<file path="src/rtl/hot_addr_pull.sv">
// Consumer end of the hot-address ring: fetches 64 B lines over AXI4 read,
// filters entries by the per-line phase bit and streams valid PFNs out.
module hot_addr_pull #(
  parameter int unsigned RING_SIZE = 64 * 1024,
  parameter int unsigned ADDR_SIZE = 33
) (
  input  logic         axi4_mm_clk,
  input  logic         axi4_mm_rst,
  input  logic [63:0]  ring_base,
  input  logic [63:0]  ring_wr_count,
  output logic [63:0]  ring_rd_count,
  input  logic [5:0]   csr_aruser,
  output logic [11:0]  pull_arid,
  output logic [63:0]  pull_araddr,
  output logic [5:0]   pull_aruser,
  output logic         pull_arvalid,
  input  logic         pull_arready,
  input  logic [11:0]  pull_rid,
  input  logic [511:0] pull_rdata,
  input  logic [1:0]   pull_rresp,
  input  logic         pull_rlast,
  input  logic         pull_rvalid,
  output logic         pull_rready,
  output logic [31:0]  hot_pfn,
  output logic         hot_pfn_valid,
  input  logic         hot_pfn_ready,
  output logic [15:0]  stale_cnt,
  output logic [15:0]  rd_err_cnt
);

  localparam int unsigned LINES = RING_SIZE / 64;
  localparam int unsigned LB    = $clog2(LINES);

  typedef enum logic [1:0] {
    IDLE,
    AR,
    R,
    DRAIN
  } state_t;

  state_t         state;
  state_t         state_nx;
  logic [511:0]   line_buf;
  logic [3:0]     idx;
  logic [31:0]    entry;
  logic           phase_exp;
  logic           entry_live;
  logic           entry_stale;
  logic           advance;
  logic           have_work;
  logic [63:0]    line_off;
  logic           unused_ok;

  assign unused_ok = ^{pull_rid, pull_rlast, ADDR_SIZE[0]};

  // Line buffer shifts down one entry per advance, so the current entry is always the low word.
  assign entry       = line_buf[31:0];
  assign phase_exp   = ring_rd_count[0];
  assign entry_live  = (entry != '0) && (entry[31] == phase_exp);
  assign entry_stale = (entry != '0) && (entry[31] != phase_exp);
  assign advance     = (state == DRAIN) && (!entry_live || hot_pfn_ready);
  assign have_work   = (ring_base != '0) && (ring_wr_count > ring_rd_count);
  assign line_off    = {{(64 - LB - 6){1'b0}}, ring_rd_count[LB-1:0], 6'b0};

  assign pull_arid     = '0;
  assign pull_arvalid  = (state == AR);
  assign pull_rready   = (state == R);
  assign hot_pfn_valid = (state == DRAIN) && entry_live;
  assign hot_pfn       = hot_pfn_valid ? {1'b0, entry[30:0]} : '0;

  always_comb begin
    state_nx = state;
    case (state)
      IDLE:    if (have_work) state_nx = AR;
      AR:      if (pull_arready) state_nx = R;
      R:       if (pull_rvalid) state_nx = (pull_rresp == 2'b00) ? DRAIN : IDLE;
      DRAIN:   if (advance && idx == 4'd15) state_nx = IDLE;
      default: state_nx = IDLE;
    endcase
  end

  always_ff @(posedge axi4_mm_clk) begin
    if (axi4_mm_rst) begin
      state         <= IDLE;
      ring_rd_count <= '0;
      stale_cnt     <= '0;
      rd_err_cnt    <= '0;
      line_buf      <= '0;
      idx           <= '0;
      pull_araddr   <= '0;
      pull_aruser   <= '0;
    end else begin
      state <= state_nx;
      case (state)
        IDLE: begin
          if (ring_base == '0) begin
            ring_rd_count <= '0;
            stale_cnt     <= '0;
            rd_err_cnt    <= '0;
          end else if (have_work) begin
            pull_araddr <= ring_base + line_off;
            pull_aruser <= csr_aruser;
          end
        end
        R: begin
          if (pull_rvalid) begin
            if (pull_rresp == 2'b00) begin
              line_buf <= pull_rdata;
              idx      <= '0;
            end else begin
              ring_rd_count <= ring_rd_count + 64'd1;
              if (rd_err_cnt != '1) rd_err_cnt <= rd_err_cnt + 16'd1;
            end
          end
        end
        DRAIN: begin
          if (advance) begin
            line_buf <= {32'b0, line_buf[511:32]};
            idx      <= idx + 4'd1;
            if (entry_stale && stale_cnt != '1) stale_cnt <= stale_cnt + 16'd1;
            if (idx == 4'd15) ring_rd_count <= ring_rd_count + 64'd1;
          end
        end
        default: ;
      endcase
    end
  end

endmodule

</file>
<file path="config.mk">
export PLATFORM = sky130hd
export DESIGN_NAME = hot_addr_pull
export DESIGN_NICKNAME = d
export VERILOG_FILES = /design/src/rtl/hot_addr_pull.sv
export SDC_FILE = /design/constraint.sdc
export NUM_CORES = 2
export LEC_CHECK = 0
export BUFFER_PORTS_ARGS = -buffer_cell sky130_fd_sc_hd__buf_2
export CORE_AREA = 4 4 345 347
export CTS_CLUSTER_SIZE = 10
export DETAILED_ROUTE_END_ITERATION = 10
export DIE_AREA = 0 0 349 351
export HOLD_SLACK_MARGIN = 0.15
export PLACE_DENSITY = 0.51
export SETUP_SLACK_MARGIN = 0.3
export SYNTH_ARGS = -nofsm -noshare
export SYNTH_HDL_FRONTEND = slang
export SYNTH_SLANG_ARGS = --single-unit
</file>
<file path="constraint.sdc">
create_clock -name axi4_mm_clk -period 3.9 [get_ports axi4_mm_clk]
set_clock_uncertainty 0.2 [all_clocks]
set_input_delay 0.39 -clock axi4_mm_clk [delete_from_list [all_inputs] [get_ports axi4_mm_clk]]
set_output_delay 0.39 -clock axi4_mm_clk [all_outputs]
set_load 0.01 [all_outputs]
</file>
==> metrics.md <==
| Metric | Value |
|---|---|
| DRT iter0 DRCs | `2,562` |
| Initial Utilization | `27.9%` |
| CTS H-tree depth | `3` |
| VDD IR max | `300 uV` |
| Slew @ Worst Pin | `1.20 ns` |
| CTS tree | `done` |
| Number of global-route vias before repair | `around 35,000` |
| CTS buffer count | `between 80 and 90` |
| Crit path time final | `3.49 ns` |
| Post-synth top area share | `42.4%` |
| Setup_tns | `0 ns` |
| WP data arrival | `3.85 ns` |
| Sequential area share after synthesis | `between 40 and 50%` |
| Worst skew pair latency | `0.65 ns` |
| Critical path class | `input pin to flop` |
| Status | `finished clean` |
| Relative slew margins | `~20%` |
| Ys Warns | `0` |
| Average wire per standard cell | `20.6 microns` |
| Count leader, synth | `nand2_1` |
| Leading post-synthesis cells by cell area | `dfxtp_1 42%, a311oi_1 13%, nand2_1 13%` |
| Clock root buffer | `clkbuf_16` |
| DP Wirelength | `105,000 microns` |
| Core Util, Final | `40.6%` |
| Cell count after synthesis | `approximately 4,200` |
| GR Overflow Total | `0` |
| RSZ-0062 raised after global routing | `yes` |
| Synthesis-stage register bit count | `684` |
| Ys flop type | `dfxtp_1` |
| Cell count after placement | `6,320` |
| Final worst-path cycle share | `roughly nine tenths` |
| Reg clk slew, reported paths | `0.05 ns` |
| Vias per inst | `5.02` |
| Fmax | `286 MHz` |
| Hold/Removal Path Class | `input pin to flop` |
| Fraction of layout cells with a size suffix above 1 | `20.0%` |
| Post-synth top cells | `1,086 x nand2_1, 684 x dfxtp_1, 579 x nor2_1` |
| Hold Vio Cnt, Final | `0` |
| Endpoint type of the worst setup path | `flop` |
| Vias | `approximately 36,000` |
| Die X | `349 microns` |
| Max-slew violations | `0` |
| Area Growth Syn to Fin | `45.7%` |
| Ys async rst share | `0%` |
| Post-synth EDFFs | `0` |
| Post-Layout Cell Count | `7,096` |
| Drt drc | `0` |
| Core Area | `0.116 sq mm` |
| # rows | `between 100 and 150` |
| Leak pwr | `18.5 nW` |
| Critical Path RT | `4.26 ns` |
| ANT nets after route | `0` |
| Largest area contributor in the netlist | `dfxtp_1` |
| Gpl congestion | `0.900` |
| Max Cap Viol | `0` |
| Largest net degree at the start of global routing | `180` |
| Clk buf depth | `3` |
| Die area | `0.122 sq mm` |
| Power per cell area | `378 mW/mm^2` |
| Die boundary height | `351 microns` |
| Sink Count | `approximately 680` |
| Distinct cell type count after synthesis | `66` |
| Syn Area/Cell | `between 7 and 8 sq um` |
| Post-Route WL | `146,000 microns` |
| PortBufs | `between 800 and 900` |
| First-pass DRT Iterations | `6` |
| First-pass GRT wire length | `214,000 microns` |
| Startpoint Class | `input pin` |
| Final setup fails | `0` |
| Nets | `6,239` |
| Initial antenna violation count | `28` |
| Worst-path fanout max | `4` |
| Gr usage total | `a little under a quarter` |
| I/O Pins | `between 800 and 900` |
| Mapped Area | `about 0.032 sq mm` |
==> power breakdown <==
| part | internal, mW | leakage, nW | switching (mW) |
|---|---|---|---|
| registers | 7.32 | 5.54 | 0.209 |
| clock network | 4.45 | 1.28 | 3.20 |
| logic | 1.21 | 11.7 | 1.40 |
==> sequential cells by signal, summed over array words and instances (netlist names) <==
register,count
idx,4
pull_aruser,6
ring_rd_count,64
line_buf,512
rd_err_cnt,16
state,2
pull_araddr,64
stale_cnt,16
==> cell type report <==
type                       count  area (sq um)
fill                       12000         68800
multi-input combinational   3070         17000
sequential                   684         13700
timing repair buffer        1571         11500
clock buffer                 121          2430
tap                         1524          1910
inverter                      81           304
clock inverter                14           189
antenna                       31          77.6
==> stage by stage <==
stage	hold WS (ns)	instance area (sq um)	total power, mW	worst slack [ns]
floorplan	0.232	32300	8.77	0.951
global placement	0.239	38200	9.73	0.227
detailed placement	0.245	38200	9.75	0.222
CTS	0.170	47000	18.0	0.331
global route	0.228	47000	18.6	0.199
finish	0.177	47100	17.8	0.407
==> logic make-up after synthesis <==
| group | after synthesis | share of synthesized area [%] |
|---|---|---|
| AOI/OAI and AO/OA | 818 | 19.2 |
| DFF | 684 | 42.4 |
| and+or+nand+nor | 2049 | 26.8 |
| xor gates and xnor gates | 105 | 2.85 |
| muxes | 6 | 0.186 |
| other | 1 | 0.0116 |
| adders and majority gates | 79 | 3.08 |
| buffers and inverters | 441 | 5.48 |
==> metal layers <==
layer	vias to the layer above	track usage, %	part of all wire (%)
met5	-	0	0.047
met4	10	11.0	5.2
met3	384	3.46	5.1
met2	1164	38.6	48
met1	16700	27.8	42
li1	17400	-	-
==> cells in the final DEF (no fill, tap or decap), drive strengths merged, types with 85 or more instances in the layout <==
cell and count:
nand2 1086, a311oi 480, clkbuf 121, buf 962, inv 85, dlygate4sd3 609
dfxtp 684, a21oi 163, nand3 99, nor2 579
==> worst paths after layout <==
path | start | endpoint | slack (ns) | cells past startpoint
worst max-delay path | ring_base[6] | pull_araddr[42] | 0.41 | 13
worst min-delay path | hot_pfn_ready | idx[0] | 0.18 | 7
worst max register to register | ring_rd_count[0] | pull_araddr[42] | 0.45 | 11
worst min register to register | line_buf[486] | line_buf[486] | 0.25 | 2
==> critical path, cell delays in order <==
cell	delay [ns]
dlygate4sd3_1	0.55
buf_2	0.15
ha_1	0.21
inv_1	0.07
fa_1	0.37
nand2b_1	0.20
a21oi_2	0.23
o2111ai_1	0.25
buf_4	0.22
a211oi_1	0.26
xnor2_1	0.12
dlygate4sd3_1	0.58
a211oi_1	0.23
==> repair_timing <==
item | 4_1_cts | 5_1_grt
gates resized for setup | 0 | 6
endpoints found under the hold margin | 589 | 0
endpoints found under the setup margin | 0 | 64
setup buffers | 0 | 1
hold buffers | 609 | 0
Note: power is estimated with default switching activity, not from simulation.
